[config.mk]
export PLATFORM = sky130hd
export DESIGN_NAME = apb_master_bridge
export DESIGN_NICKNAME = d
export VERILOG_FILES = /design/src/rtl/apb_pkg.sv /design/src/rtl/apb_timeout_counter.sv /design/src/rtl/apb_master_bridge.sv
export SDC_FILE = /design/constraint.sdc
export NUM_CORES = 1
export LEC_CHECK = 0
export BUFFER_PORTS_ARGS = -buffer_cell sky130_fd_sc_hd__buf_2
export CAP_MARGIN = 20
export CORE_MARGIN = 1
export CORE_UTILIZATION = 46
export DETAILED_ROUTE_END_ITERATION = 7
export PLACE_DENSITY = 0.88
export SLEW_MARGIN = 15
export SYNTH_ARGS = -nofsm -noshare
export SYNTH_HDL_FRONTEND = slang
export SYNTH_SLANG_ARGS = --single-unit
[constraint.sdc]
create_clock -name PCLK -period 3.2 [get_ports PCLK]
set_input_delay 0.64 -clock PCLK [delete_from_list [all_inputs] [get_ports PCLK]]
set_output_delay 0.64 -clock PCLK [all_outputs]
set_load 0.005 [all_outputs]
[src/rtl/apb_pkg.sv]
// Shared APB definitions: one-hot sequencing states, PPROT bit positions and
// the strobe fill value used for reads. The existing APB slave uses it as well.
package apb_pkg;

   typedef enum logic [2:0] {
      ST_IDLE   = 3'b001,
      ST_SETUP  = 3'b010,
      ST_ACCESS = 3'b100
   } apb_state_e;

   localparam int PPROT_PRIV_BIT   = 0;
   localparam int PPROT_NONSEC_BIT = 1;
   localparam int PPROT_INSTR_BIT  = 2;

   // APB4 requires PSTRB to be driven low for every byte lane during reads
   localparam logic APB_READ_STRB_BIT = 1'b0;

endpackage

[src/rtl/apb_timeout_counter.sv]
// Counts ACCESS cycles spent with PREADY low. It flags the final permitted cycle;
// a TIMEOUT_CYCLES value of 0 disables the flag.
module apb_timeout_counter #(
   parameter int unsigned TIMEOUT_CYCLES = 256,
   parameter int          CNT_WIDTH      = 16
) (
   input  logic PCLK,
   input  logic PRESETn,
   input  logic clear,
   input  logic enable,
   output logic expired
);

   localparam logic [CNT_WIDTH-1:0] TERMINAL = CNT_WIDTH'(TIMEOUT_CYCLES - 1);

   logic [CNT_WIDTH-1:0] count;

   always_ff @(posedge PCLK) begin
      if (!PRESETn) begin
         count <= '0;
      end else if (clear) begin
         count <= '0;
      end else if (enable) begin
         count <= count + 1'b1;
      end
   end

   assign expired = (TIMEOUT_CYCLES != 0) && (count == TERMINAL);

endmodule

[src/rtl/apb_master_bridge.sv]
// APB4 requester: converts a valid/ready command into a SETUP/ACCESS transfer
// and returns a single-entry response, aborting slaves that stall for too long.
module apb_master_bridge
   import apb_pkg::*;
#(
   parameter int          DATA_WIDTH     = 32,
   parameter int          ADDR_WIDTH     = 32,
   parameter int          STRB_WIDTH     = DATA_WIDTH / 8,
   parameter int unsigned TIMEOUT_CYCLES = 256,
   parameter int          CNT_WIDTH      = 16
) (
   input  logic                  PCLK,
   input  logic                  PRESETn,
   input  logic                  cmd_valid,
   output logic                  cmd_ready,
   input  logic                  cmd_write,
   input  logic [ADDR_WIDTH-1:0] cmd_addr,
   input  logic [DATA_WIDTH-1:0] cmd_wdata,
   input  logic [STRB_WIDTH-1:0] cmd_strb,
   input  logic [2:0]            cmd_prot,
   output logic                  rsp_valid,
   input  logic                  rsp_ready,
   output logic [DATA_WIDTH-1:0] rsp_rdata,
   output logic                  rsp_err,
   output logic                  rsp_timeout,
   output logic [ADDR_WIDTH-1:0] PADDR,
   output logic                  PSEL,
   output logic                  PENABLE,
   output logic                  PWRITE,
   output logic [DATA_WIDTH-1:0] PWDATA,
   output logic [STRB_WIDTH-1:0] PSTRB,
   output logic [2:0]            PPROT,
   input  logic [DATA_WIDTH-1:0] PRDATA,
   input  logic                  PREADY,
   input  logic                  PSLVERR
);

   apb_state_e state, state_next;

   logic accept;
   logic complete;
   logic expired;
   logic abort;

   assign cmd_ready = (state == ST_IDLE) && (!rsp_valid || rsp_ready);
   assign accept    = cmd_valid && cmd_ready;
   assign complete  = (state == ST_ACCESS) && PREADY;
   // PREADY on the terminal cycle takes priority over the timeout
   assign abort     = (state == ST_ACCESS) && !PREADY && expired;

   apb_timeout_counter #(
      .TIMEOUT_CYCLES (TIMEOUT_CYCLES),
      .CNT_WIDTH      (CNT_WIDTH)
   ) u_timeout (
      .PCLK    (PCLK),
      .PRESETn (PRESETn),
      .clear   (state == ST_SETUP),
      .enable  ((state == ST_ACCESS) && !PREADY),
      .expired (expired)
   );

   always_comb begin
      state_next = ST_IDLE;
      case (state)
         ST_IDLE:   state_next = accept ? ST_SETUP : ST_IDLE;
         ST_SETUP:  state_next = ST_ACCESS;
         ST_ACCESS: state_next = (complete || abort) ? ST_IDLE : ST_ACCESS;
         default:   state_next = ST_IDLE;
      endcase
   end

   always_ff @(posedge PCLK) begin
      if (!PRESETn) begin
         state       <= ST_IDLE;
         PSEL        <= 1'b0;
         PENABLE     <= 1'b0;
         PWRITE      <= 1'b0;
         PADDR       <= '0;
         PWDATA      <= '0;
         PSTRB       <= '0;
         PPROT       <= '0;
         rsp_valid   <= 1'b0;
         rsp_rdata   <= '0;
         rsp_err     <= 1'b0;
         rsp_timeout <= 1'b0;
      end else begin
         state <= state_next;
         if (rsp_valid && rsp_ready) begin
            rsp_valid <= 1'b0;
         end
         case (state)
            ST_IDLE: begin
               if (accept) begin
                  PADDR   <= cmd_addr;
                  PWRITE  <= cmd_write;
                  PWDATA  <= cmd_wdata;
                  PPROT   <= cmd_prot;
                  PSTRB   <= cmd_write ? cmd_strb : {STRB_WIDTH{APB_READ_STRB_BIT}};
                  PSEL    <= 1'b1;
                  PENABLE <= 1'b0;
               end
            end
            ST_SETUP: begin
               PENABLE <= 1'b1;
            end
            ST_ACCESS: begin
               if (complete || abort) begin
                  PSEL        <= 1'b0;
                  PENABLE     <= 1'b0;
                  rsp_valid   <= 1'b1;
                  rsp_rdata   <= (complete && !PWRITE) ? PRDATA : '0;
                  rsp_err     <= abort ? 1'b1 : PSLVERR;
                  rsp_timeout <= abort;
               end
            end
            default: begin
               PSEL    <= 1'b0;
               PENABLE <= 1'b0;
            end
         endcase
      end
   end

endmodule

# Yosys cells after proc, flatten, opt, wreduce, memory -nomap -nowiden
# Index checks and enable logic that the tools add are counted.
[classes] n_bitwise=2 n_eq_ne=6 n_reduce_logical=17 mux=14 add_sub_neg=1
[ops] op="two-way mux 32 bit" count=1
[ops] op="adder 16 x 1 -> 16 bit, second input constant" count=1
[ops] op="== test 16 x 8 -> 1 bit, second input constant" count=1
[ops] op="one-hot mux 3 bit (3 select lines)" count=1
[ops] op="logical AND 1 bit" count=7
[ops] op="two-way mux 1 bit" count=7
[ops] op="one-hot mux 1 bit (3 select lines)" count=2
[ops] op="AND reduction 2 bit" count=3
[ops] op="two-way mux 4 bit" count=1
[ops] op="== test 3 x 1 -> 1 bit, second input constant" count=1
[ops] op="== test 3 x 2 -> 1 bit, second input constant" count=1
[ops] op="== test 3 bit, second input constant" count=1
[ops] op="zero test 1 bit" count=3
[ops] op="two-way mux 3 bit" count=1
[ops] op="AND reduction 3 bit" count=1
[ops] op="logical OR 1 bit" count=2
[ops] op="two-way mux 2 bit" count=1
[ops] op="inequality test 2 x 1 -> 1 bit, second input constant" count=1
[ops] op="inequality test 2 bit, second input constant" count=1
[ops] op="inverter 1 bit" count=2
[ops] op="OR reduction 2 bit" count=1
[totals] ff_bits=128 word_cells=53 output_inout_bits=110 inputBits=110

# Logic depth before layout (Yosys ltp)
[depth] depth_word=6 ltp_mapped=6 ltp_nobuf=5

# Cells and area by module
# From an unflattened synthesis, not the netlist that was laid out.
[hier_totals] hier_cells=547 hier_area_um2=4669.5
[modules_own_cells] mod="apb_master_bridge" seq_area_each_um2=2242.2 cells_each=463 area_each_um2=3921.3 instances=1
[modules_own_cells] mod="apb_timeout_counter" seq_area_each_um2=320.3 cells_each=84 area_each_um2=748.2 instances=1

# Worst setup path after synthesis
# OpenSTA, ideal clock, no wires.
[synth_timing] kind="input to register" from="in PREADY" to="reg rsp_rdata[10]" n_path_buf=1 t_arrival_ps=2338 path_stages=5 required_time_ps=3083 setup_time_ps=117 path_slack_ps=745 cell_sequence="or4b_1 -> nor4_1 -> a211oi_1 -> buf_2 -> a22o_1"
[synth_via] elab_chain_cells=5 elab_cells_between_ends=8 classes_between="mux: 1; reduce/logical: 7"
[synth_lines] element="from (decl)" line_no="apb_master_bridge.sv:34" source="input logic PREADY,"
[synth_lines] element="zero test 1 bit" line_no="apb_master_bridge.sv:49" source="assign abort = (state == ST_ACCESS) && !PREADY && expired;"
[synth_lines] element="logical AND 1 bit (2 in a row)" line_no="apb_master_bridge.sv:49"
[synth_lines] element="logical OR 1 bit" line_no="apb_master_bridge.sv:107" source="if (complete || abort) begin"
[synth_lines] element="AND reduction 2 bit (no line)"
[synth_lines] element="to (signal assigned)" line_no="apb_master_bridge.sv:111" source="rsp_rdata <= (complete && !PWRITE) ? PRDATA : '0;"
[synth_lines] element="to (decl)" line_no="apb_master_bridge.sv:23" source="output logic [DATA_WIDTH-1:0] rsp_rdata,"
# Parallel ways exist; a longest one is shown, timed or not.
# A chain may end at the register's enable or synchronous reset.

# Worst setup path in the final report
[layout_timing] from="reg state[2]" to="reg rsp_rdata[21]"
[layout_via] elab_chain_cells=5 elab_cells_between_ends=8 classes_between="eq/ne: 1; mux: 1; reduce/logical: 6"
[layout_lines] element="from (decl)" line_no="apb_master_bridge.sv:38" source="apb_state_e state, state_next;"
[layout_lines] element="from (signal assigned)" line_no="apb_master_bridge.sv:87" source="state <= state_next;"
[layout_lines] element="== test 3 bit *" line_no="apb_master_bridge.sv:47, apb_master_bridge.sv:49, apb_master_bridge.sv:91"
[layout_lines] element="logical AND 1 bit (2 in a row)" line_no="apb_master_bridge.sv:49"
[layout_lines] element="logical OR 1 bit" line_no="apb_master_bridge.sv:107"
[layout_lines] element="AND reduction 2 bit (no line)"
# Every way passes the cells marked *; elsewhere a longest branch is shown, timed or not.

==> metrics.txt <==
# TYPE chip_impl_metric gauge
chip_impl_info{name="outcome",value="completed"} 1
chip_impl_metric{name="cellPowerDensity",unit="nW/um^2"} 629.7
chip_impl_metric{name="routed_wirelength",unit="um"} 12480
chip_impl_metric{name="cts_htree_levels",unit=""} 4
chip_impl_metric{name="clk_latency",unit="ns"} 0.49
chip_impl_metric{name="globalRoute.totalOverflow",unit=""} 0
chip_impl_metric{name="yosys_warnings",unit=""} 0
chip_impl_metric{name="power_switching_share",unit=""} 0.2268
chip_impl_metric{name="fp.dieW",unit="um"} 100.8
chip_impl_metric{name="max_slew_margin",unit=""} 0.4996
chip_impl_metric{name="post_synth_net_total",unit=""} 626
chip_impl_metric{name="finish.instance_area",unit="um^2"} 6327
chip_impl_metric{name="fin_crit",unit="ns"} 2.375
chip_impl_metric{name="floorplan.die_area",unit="um^2"} 10170
chip_impl_metric{name="synth_area_per_cell",unit="um^2"} 8.724
chip_impl_metric{name="via_count",unit=""} 4431
chip_impl_info{name="crit_path_frequent_cell",value="buf_4"} 1
chip_impl_info{name="dominantRegCellSynth",value="dfxtp_1"} 1
chip_impl_metric{name="final_layout_worst_hold_slack",unit="ns"} 0.3521
chip_impl_metric{name="fin_tns_setup",unit="ns"} 0
chip_impl_metric{name="leakage_power",unit="nW"} 2.915
chip_impl_metric{name="number_of_failing_hold_endpoints_at_the_final_stage",unit=""} 0
chip_impl_metric{name="final-max-slew-violation-count",unit=""} 0
chip_impl_metric{name="layout.cells.non_filler",unit=""} 869
chip_impl_metric{name="synthesis.area",unit="um^2"} 4493
chip_impl_metric{name="detailedRoute.firstIterationViolations",unit=""} 190
chip_impl_metric{name="final_routed_wire_length_divided_by_cell_count",unit="um"} 14.36
chip_impl_metric{name="vias_in_the_first_global_route",unit=""} 4244
chip_impl_metric{name="clock_power_share",unit=""} 0.496
chip_impl_metric{name="detailed_place_hpwl",unit="um"} 8967
chip_impl_metric{name="multi_input_comb_area",unit="um^2"} 1809
chip_impl_metric{name="synth_enable_flop_cells",unit=""} 0
chip_impl_metric{name="timing.critical_path.fanout_max",unit=""} 33
chip_impl_metric{name="drt_pass1_iterations",unit=""} 4
chip_impl_metric{name="clock-sinks",unit=""} 128
chip_impl_metric{name="worst_case_clock_buffer_depth",unit=""} 2
chip_impl_metric{name="post-place-cells",unit=""} 838
chip_impl_metric{name="floorplan.initialDensity",unit=""} 0.4794
chip_impl_metric{name="fillCellCount",unit=""} 766
chip_impl_metric{name="groute.usage.overall",unit=""} 0.2464
chip_impl_metric{name="p_total",unit="mW"} 3.984
chip_impl_metric{name="max_clock_skew",unit="ns"} 0.009392
chip_impl_metric{name="drive_above_1_share",unit=""} 0.3568
chip_impl_metric{name="required",unit="ns"} 3.58
chip_impl_metric{name="worst_slew_pin_slew",unit="ns"} 0.7506
chip_impl_metric{name="antenna_violations_before_repair",unit=""} 0
chip_impl_metric{name="yosysUniqueCellTypes",unit=""} 33
chip_impl_metric{name="grt_first_pass_wirelength",unit="um"} 19550
chip_impl_metric{name="cts.clk_slew.worst_paths",unit="ns"} 0.06
chip_impl_info{name="worstHoldPathType",value="input pin to flip-flop"} 1
chip_impl_metric{name="route.antenna.remaining_nets",unit=""} 0
chip_impl_metric{name="net-switching-power",unit="uW"} 903.6
chip_impl_metric{name="critPathMaxStageDelay",unit="ns"} 0.50
chip_impl_metric{name="max_cap_viol_count",unit=""} 0
chip_impl_info{name="crit_path_start_kind",value="flip-flop"} 1
chip_impl_metric{name="diodes",unit=""} 0
chip_impl_info{name="grt_setup_unrepaired",value="false"} 1
chip_impl_info{name="worstSetupPathType",value="flip-flop to flip-flop"} 1
chip_impl_info{name="cts.root.buffer_cell",value="clkbuf_8"} 1
chip_impl_metric{name="final_nets",unit=""} 839
chip_impl_metric{name="ios",unit=""} 220
chip_impl_metric{name="numPortBuffers",unit=""} 219
chip_impl_metric{name="post_cts_buffers",unit=""} 0
chip_impl_metric{name="vdd.ir_drop.worst",unit="V"} 0.0003424
chip_impl_info{name="tritoncts",value="yes"} 1
chip_impl_metric{name="share_comb_of_total_power",unit=""} 0.080
chip_impl_metric{name="tritoncts.num_buffers",unit=""} 17
chip_impl_metric{name="cts_resized",unit=""} 0
chip_impl_metric{name="yosysSeqAreaShare",unit=""} 0.5703
chip_impl_metric{name="die_height",unit="um"} 100.8
chip_impl_metric{name="p_int",unit="mW"} 3.081
chip_impl_info{name="path_cells",value="or4b_1, buf_4, nor4_1, buf_4, a211oi_4, buf_4, a22o_1"} 1
chip_impl_metric{name="detailed_place.area",unit="um^2"} 5713
chip_impl_metric{name="post-route-drc-count",unit=""} 0
chip_impl_metric{name="areaGrowthSynthToFinish",unit="%"} 40.82
chip_impl_metric{name="grt_start_max_net_pins",unit=""} 74
chip_impl_metric{name="synth.ff_latch_count",unit=""} 128
chip_impl_metric{name="final_period_util",unit=""} 0.7423
chip_impl_metric{name="sequential_cell_area",unit="um^2"} 2562
chip_impl_metric{name="crit_arrival",unit="ns"} 2.76
chip_impl_metric{name="asr_flop_ratio_synth",unit=""} 0
chip_impl_info{name="mostFrequentLayoutCell",value="buf_2"} 1
chip_impl_metric{name="gp_congestion",unit=""} 0.8514
chip_impl_metric{name="std_cell_rows",unit=""} 35
chip_impl_info{name="layout.cells.most_common_list",value="219 x buf_2, 154 x nand2_1, 128 x dfxtp_1, 84 x a21oi_1, 32 x a22o_1"} 1
chip_impl_metric{name="hold_buffers",unit=""} 0
chip_impl_metric{name="synthCells",unit=""} 515
chip_impl_metric{name="setup_viols_final",unit=""} 0
chip_impl_metric{name="core_region_area",unit="um^2"} 9371
chip_impl_metric{name="routed_via_density",unit=""} 5.099
chip_impl_metric{name="power_frac_seq",unit=""} 0.425
chip_impl_info{name="critical_path.slowest_cell",value="or4b_1"} 1
chip_impl_info{name="worst_setup_path_end_kind",value="flip-flop"} 1
chip_impl_metric{name="max_freq",unit="MHz"} 421.0
-- stage by stage --
step	setup slack, ns	utilization
after floorplan	0.7453	-
after global placement	0.6066	0.6096
after detailed placement	0.5259	0.6096
after CTS	0.8615	0.6752
after global routing	0.7508	0.6752
final	0.8247	0.6752
-- power by group through the flow --
stage	combinational [mW]	sequential (mW)	clock, mW
2_1_floorplan	0.144	1.73	0
4_1_cts	0.321	1.69	2.01
3_5_place_dp	0.319	1.72	0
6_report	0.318	1.69	1.97
3_3_place_gp	0.309	1.72	0
5_1_grt	0.355	1.70	2.09
-- final cells by class --
cell class,count,area share
sequential,128,0.4050
multi-input combinational,351,0.2859
timing repair buffer,227,0.1847
clock buffer,18,0.06763
clock inverter,13,0.02946
tap,129,0.02551
inverter,3,0.001780
-- cell families after synthesis --
family / after synthesis / synth area share
fa+ha+maj: 1 / 0.002784
xor+xnor: 8 / 0.01560
simple gates: 211 / 0.2019
flops: 128 / 0.5703
buf+inv: 36 / 0.03119
compound gates: 131 / 0.1782
-- critical path: cells and delay by family, from the launching register on --
family	cells	cell delay [ns]
buffers and inverters	3	0.67
AND/OR/NAND/NOR	2	0.81
flip-flops	1	0.44
AO/OA/AOI/OAI	2	0.32
-- per-layer routing --
layer	track usage	wire (um)	vias to the layer above	share of wire
met5	0	0	-	0
met4	0.1059	196	0	0.016
met3	0.08391	978	16	0.078
met2	0.4378	6279	186	0.50
met1	0.2660	5028	2036	0.40
li1	-	-	2193	-
-- final timing paths --
kind,to,cells after the start,startpoint,slack (ns)
min,rsp_rdata[28],2,PRDATA[28],0.35
max,rsp_rdata[21],7,state[2],0.82
max reg2reg,rsp_rdata[21],7,state[2],0.82
min reg2reg,PWDATA[6],2,PWDATA[6],0.45
-- cells in the mapped netlist (2+ instances only) --
| cell | n | area share |
|---|---|---|
| or3_1 | 4 | 0.0056 |
| a31oi_1 | 2 | 0.0028 |
| inv_1 | 2 | 0.0017 |
| clkbuf_1 | 29 | 0.024 |
| xor2_1 | 2 | 0.0039 |
| a22o_1 | 32 | 0.062 |
| a21oi_1 | 84 | 0.094 |
| o21ai_0 | 6 | 0.0067 |
| o31ai_1 | 3 | 0.0050 |
| and3_1 | 2 | 0.0028 |
| buf_2 | 4 | 0.0045 |
| nand3_1 | 10 | 0.011 |
| or4_1 | 5 | 0.0084 |
| nor2_1 | 12 | 0.010 |
| nand4_1 | 6 | 0.0084 |
| nand2b_1 | 4 | 0.0056 |
| nand2_1 | 154 | 0.13 |
| nor2b_1 | 2 | 0.0028 |
| xnor2_1 | 6 | 0.012 |
| nor3_1 | 5 | 0.0056 |
| dfxtp_1 | 128 | 0.57 |
| nor4_1 | 2 | 0.0028 |
-- state kept, by name, indices dropped and copies added, names as in the netlist --
signal and cells:
rsp_err 1, PADDR 32, rsp_valid 1, PWRITE 1, PSEL 1, state 3, PWDATA 32, rsp_timeout 1
u_timeout.count 16, rsp_rdata 32, PSTRB 4, PPROT 3, PENABLE 1
Note: power is estimated with default switching activity, not from simulation.
